File: config.mk
export PLATFORM = sky130hd
export DESIGN_NAME = alu_share_ctrl
export DESIGN_NICKNAME = d
export VERILOG_FILES = /design/src/rtl/alu_ctrl_pkg.sv /design/src/rtl/rr_arb2.sv /design/src/rtl/alu_share_ctrl.sv
export SDC_FILE = /design/constraint.sdc
export NUM_CORES = 1
export LEC_CHECK = 0
export CELL_PAD_IN_SITES_DETAIL_PLACEMENT = 0
export CELL_PAD_IN_SITES_GLOBAL_PLACEMENT = 1
export CORE_MARGIN = 3
export CORE_UTILIZATION = 30
export DETAILED_ROUTE_END_ITERATION = 16
export PLACE_DENSITY_LB_ADDON = 0.3
export SYNTH_ARGS = -nofsm -noshare
export SYNTH_HDL_FRONTEND = slang
export SYNTH_SLANG_ARGS = --single-unit
File: constraint.sdc
create_clock -name clk -period 3.3 [get_ports clk]
set_clock_uncertainty 0.1 [all_clocks]
set_input_delay 0.825 -clock clk [delete_from_list [all_inputs] [get_ports clk]]
set_output_delay 0.825 -clock clk [all_outputs]
set_load 0.01 [all_outputs]
File: src/rtl/alu_ctrl_pkg.sv
// rtl/alu_ctrl_pkg.sv - shared opcodes, state encoding and helpers for the ALU share controller
package alu_ctrl_pkg;

  localparam int WAIT_W = 4;

  localparam logic [2:0] OP_ADD  = 3'd0;
  localparam logic [2:0] OP_SUB  = 3'd1;
  localparam logic [2:0] OP_MULT = 3'd2;
  localparam logic [2:0] OP_NAND = 3'd3;
  localparam logic [2:0] OP_DIV  = 3'd4;
  localparam logic [2:0] OP_MOD  = 3'd5;
  localparam logic [2:0] OP_LT   = 3'd6;
  localparam logic [2:0] OP_LE   = 3'd7;

  typedef enum logic [1:0] {
    ST_IDLE = 2'd0,
    ST_EXEC = 2'd1,
    ST_RESP = 2'd2
  } state_t;

  function automatic logic is_divmod(input logic [2:0] op);
    return (op == OP_DIV) || (op == OP_MOD);
  endfunction

endpackage

File: src/rtl/rr_arb2.sv
// rtl/rr_arb2.sv - two-way round-robin grant, combinational only
// The last_grant history register lives in the parent.
module rr_arb2 (
  input  logic       valid0,
  input  logic       valid1,
  input  logic       last_grant,
  output logic [1:0] grant
);

  always_comb begin
    grant = 2'b00;
    if (valid0 && valid1) begin
      grant = last_grant ? 2'b01 : 2'b10;
    end else if (valid0) begin
      grant = 2'b01;
    end else if (valid1) begin
      grant = 2'b10;
    end
  end

endmodule

File: src/rtl/alu_share_ctrl.sv
// rtl/alu_share_ctrl.sv - shares one 16-bit ALU between two requesters
// Operands are latched on accept and held on the ALU until the next accept.
module alu_share_ctrl
  import alu_ctrl_pkg::*;
#(
  parameter int          MUL_WAIT = 1,
  parameter int          DIV_WAIT = 3,
  parameter logic [15:0] ERR_DATA = 16'hFFFF
) (
  input  logic        clk,
  input  logic        rst,
  input  logic        req0_valid,
  output logic        req0_ready,
  input  logic [2:0]  req0_op,
  input  logic [15:0] req0_a,
  input  logic [15:0] req0_b,
  input  logic        req1_valid,
  output logic        req1_ready,
  input  logic [2:0]  req1_op,
  input  logic [15:0] req1_a,
  input  logic [15:0] req1_b,
  output logic        resp0_valid,
  input  logic        resp0_ready,
  output logic [15:0] resp0_data,
  output logic        resp0_err,
  output logic        resp1_valid,
  input  logic        resp1_ready,
  output logic [15:0] resp1_data,
  output logic        resp1_err,
  output logic [2:0]  alu_operator,
  output logic [15:0] alu_op1,
  output logic [15:0] alu_op2,
  input  logic [15:0] alu_out
);

  state_t              state;
  logic                last_grant;
  logic                id_q;
  logic                err_q;
  logic [2:0]          op_q;
  logic [15:0]         a_q;
  logic [15:0]         b_q;
  logic [15:0]         result_q;
  logic [WAIT_W-1:0]   cnt_q;

  logic [1:0]          grant;
  logic                accept;
  logic                resp_hs;
  logic [2:0]          op_in;
  logic [15:0]         a_in;
  logic [15:0]         b_in;
  logic [WAIT_W-1:0]   wait_load;

  rr_arb2 u_arb (
    .valid0     (req0_valid),
    .valid1     (req1_valid),
    .last_grant (last_grant),
    .grant      (grant)
  );

  // Grant is only ever raised for a valid requester, so ready implies valid.
  assign req0_ready = (state == ST_IDLE) && grant[0];
  assign req1_ready = (state == ST_IDLE) && grant[1];
  assign accept     = req0_ready || req1_ready;

  assign op_in = grant[1] ? req1_op : req0_op;
  assign a_in  = grant[1] ? req1_a  : req0_a;
  assign b_in  = grant[1] ? req1_b  : req0_b;

  always_comb begin
    wait_load = '0;
    if (op_in == OP_MULT) begin
      wait_load = WAIT_W'(MUL_WAIT);
    end else if (is_divmod(op_in)) begin
      wait_load = WAIT_W'(DIV_WAIT);
    end
  end

  assign resp_hs = (state == ST_RESP) && (id_q ? resp1_ready : resp0_ready);

  assign resp0_valid  = (state == ST_RESP) && !id_q;
  assign resp1_valid  = (state == ST_RESP) && id_q;
  assign resp0_data   = result_q;
  assign resp1_data   = result_q;
  assign resp0_err    = err_q;
  assign resp1_err    = err_q;
  assign alu_operator = op_q;
  assign alu_op1      = a_q;
  assign alu_op2      = b_q;

  always_ff @(posedge clk or negedge rst) begin
    if (!rst) begin
      state      <= ST_IDLE;
      last_grant <= 1'b1;
      id_q       <= 1'b0;
      err_q      <= 1'b0;
      op_q       <= '0;
      a_q        <= '0;
      b_q        <= '0;
      result_q   <= '0;
      cnt_q      <= '0;
    end else begin
      case (state)
        ST_IDLE: begin
          if (accept) begin
            op_q  <= op_in;
            a_q   <= a_in;
            b_q   <= b_in;
            id_q  <= grant[1];
            cnt_q <= wait_load;
            state <= ST_EXEC;
          end
        end
        ST_EXEC: begin
          if (cnt_q != '0) begin
            cnt_q <= cnt_q - 1'b1;
          end else begin
            // A zero divisor never reaches the response; the ALU output is ignored.
            if (is_divmod(op_q) && (b_q == 16'd0)) begin
              result_q <= ERR_DATA;
              err_q    <= 1'b1;
            end else begin
              result_q <= alu_out;
              err_q    <= 1'b0;
            end
            state <= ST_RESP;
          end
        end
        ST_RESP: begin
          if (resp_hs) begin
            last_grant <= id_q;
            state      <= ST_IDLE;
          end
        end
        default: state <= ST_IDLE;
      endcase
    end
  end

endmodule

==> results <==
sequential cells by signal (all words and copies together) (netlist names):
name	cells
alu_op1	16
alu_op2	16
alu_operator	3
cnt_q	4
id_q	1
last_grant	1
resp0_data	16
resp0_err	1
state	2
cell families (layout without fill, tap and decap cells):
logic type,Yosys count,after routing
AND/OR/NAND/NOR,70,70
AO/OA/AOI/OAI,67,67
flip-flops,60,60
multiplexers,37,37
buffers and inverters,34,189
adder cells (fa/ha/maj),1,1
report_power, final:
group	total, mW	internal (mW)	switching, mW
combinational	2.04	1.19	0.852
sequential	1.35	1.09	0.259
clock	0.742	0.461	0.281
worst max-delay path: cells and delay by family:
| kind | cells | cell delay [ns] |
|---|---|---|
| buf+inv | 2 | 1.06 |
| compound gates | 1 | 0.17 |
| simple gates | 1 | 0.15 |
worst paths after layout:
path                       cells after the start  slack, ns             end  startpoint
setup reg to reg                               6       1.13  resp0_data[12]    cnt_q[0]
max in group asynchronous                      2       1.90      alu_op2[7]         rst
min in group clk                               2       0.41      alu_op2[0]  alu_op2[0]
hold reg to reg                                2       0.41      alu_op2[0]  alu_op2[0]
hold / removal                                 1       0.41   resp0_data[5]         rst
setup / recovery                               4       0.16      req1_ready  req0_valid
metal layers:
layer,share of wire [%],GRT usage (%),vias to the layer above
met5,0,0,-
met4,1.7,6.268,0
met3,7.3,3.973,10
met2,48,23.03,100
met1,43,17.65,1140
li1,-,-,1240
cell usage in the layout (no fill, tap or decap), types with 4 or more instances in the layout:
cell             instances
clkdlybuf4s50_1        163
nor2_1                  27
a21oi_1                 23
o21ai_0                 16
nand2b_1                 4
o22a_2                  16
mux2i_1                 36
dfrtp_1                 59
nand2_1                 21
buf_4                    6
clkbuf_8                11
area by class of cell:
| class | instances | share of cell area, % |
|---|---|---|
| Clock buffer | 11 | 3.158 |
| Clock inverter | 4 | 1.514 |
| Inverter | 3 | 0.2349 |
| Multi-Input combinational cell | 175 | 24.90 |
| Sequential cell | 60 | 31.34 |
| Tap cell | 129 | 3.366 |
| Timing Repair Buffer | 171 | 35.49 |
metrics by stage:
step | hold WS, ns | area, sq um | total power [mW]
after floorplan | 0.4123 | 2888 | 2.413
after global placement | 0.3879 | 4571 | 3.395
after detailed placement | 0.4012 | 4571 | 3.442
after CTS | 0.4191 | 4795 | 4.204
after global routing | 0.4457 | 4795 | 4.420
final | 0.4116 | 4795 | 4.136
==> impl_results.md <==
* Synth Area in Simple Gates at 11.48%
* Final non-filler cell total at 553
* Status: finished, final reports clean
* Number of synthesized register bits at 60
* Share of synthesized registers carrying an async set or reset at 100.0%
* Clock Path Buffers at 2
* WP data arrival at 2.21 ns
* Multi-input logic area at 0.001194 sq mm
* Clk_lat worst skew at 0.33 ns
* Final Setup Violations at 0
* Post_cts resized at 0
* PD cells at 862.6 mW/mm^2
* Antenna Cells at 0
* Initial antenna violation count at 0
* Cell variety after synth at 39
* Die area at 0.01084 sq mm
* CP max stage delay at 0.53 ns
* Core area at 0.009284 sq mm
* Drt pass-1 iters at 4
* Count of pins over their slew limit at 0
* Slew @ Worst Pin at 0.6924 ns
* Port buffer count at 164
* Largest family of logic cells by synthesized area: compound AO/OA/AOI/OAI gates
* Mapped Nets at 362
* Wirelength per Cell at 14.02 microns
* CP most frequent cell: clkdlybuf4s50_1
* Pre-CTS WS at 0.1604 ns
* Clk sink count at 60
* Register area at 0.001503 sq mm
* CP cell instances: clkdlybuf4s50_1 -> a21boi_4 -> and2_1 -> clkdlybuf4s50_1
* Final WS setup at 0.1642 ns
* Crit end category: output port
* Post-synthesis sequential area ratio at 52.04%
* Ports at 165
* Post-Synth Adder-Cell Area at 0.4333%
* Final WL at 7.751 mm
* Initial Utilization at 31.11%
* DRC at 0
* Vias at 2490
* Routed Antenna Nets at 0
* Top FF cell, synth: dfrtp_1
* Share of layout cells above drive strength 1 at 11.08%
* Die Ht at 104.1 microns
* Rel. slew slack at 53.59%
* Synth Warn # at 0
* Fillers at 896
* Final period utilization at 95.02%
* TritonCTS Buffers at 9
* Root Buffer Master: clkbuf_8
* Vias in the first global route at 2477
* Post-CTS Setup Repair Bufs at 0
* Slowest CP cell: clkdlybuf4s50_1
* H-tree depth at 3
* Top cell type's share of synthesized area at 51.13%
* Maximum clock rate at 318.9 MHz
* Die width at 104.1 microns
* CTS tree: yes
* Placer congestion estimate at 0.7798
* Max-Cap Viols at 0
* Largest net degree at the start of global routing at 41
* Synth area leaders: dfrtp_1, mux2i_1, o22a_2, buf_4, a21oi_1
* Commonest cells post-synth: dfrtp_1, mux2i_1, nor2_1, a21oi_1, nand2_1
* Avg Inst Size Synth at 10.74 sq um
* Grt ovf at 0
* Mux cell area share after synthesis at 12.87%
* Count leader, synth: dfrtp_1
* Area added between synthesis and finish at 66.03%
* RSZ-0062 raised after global routing: false
* CTS Hold Bufs at 0
* Netlist Area Pre-Place at 0.002888 sq mm
* TNS Setup at 0 ns
* Worst VDD drop at 297.8 uV
* Yosys top cell by area: dfrtp_1
* Critical Path Fanout Max at 5
* Nets at 513
* Post-synthesis xor/xnor area fraction at 0%
* Utilization after layout at 51.64%
* Fin crit period at 3.136 ns
* Post-synthesis compound-gate area fraction at 16.03%
* Class of the worst hold path: input pin to asynchronous set/reset pin
* Global-route wire length before repair at 12.45 mm
* # placed instances at 538
* Via density at 4.503
* Gate Count Post-Synth at 269
* CP required at 2.37 ns
* Starting DRC count in detailed routing at 44
* Num rows at 35
* Detailed Place HPWL at 6.027 mm
* Critical path type: input pin to output port
* Critical Path Start Type: input pin
* Post-synth EDFFs at 0
* P_leak at 2.010 nW
* Final hold vios at 0
* GRT Util Overall at 14.20%
* Clock-pin slew on the worst setup and hold paths at 0.07 ns
Power figures use the tool's default switching activity.
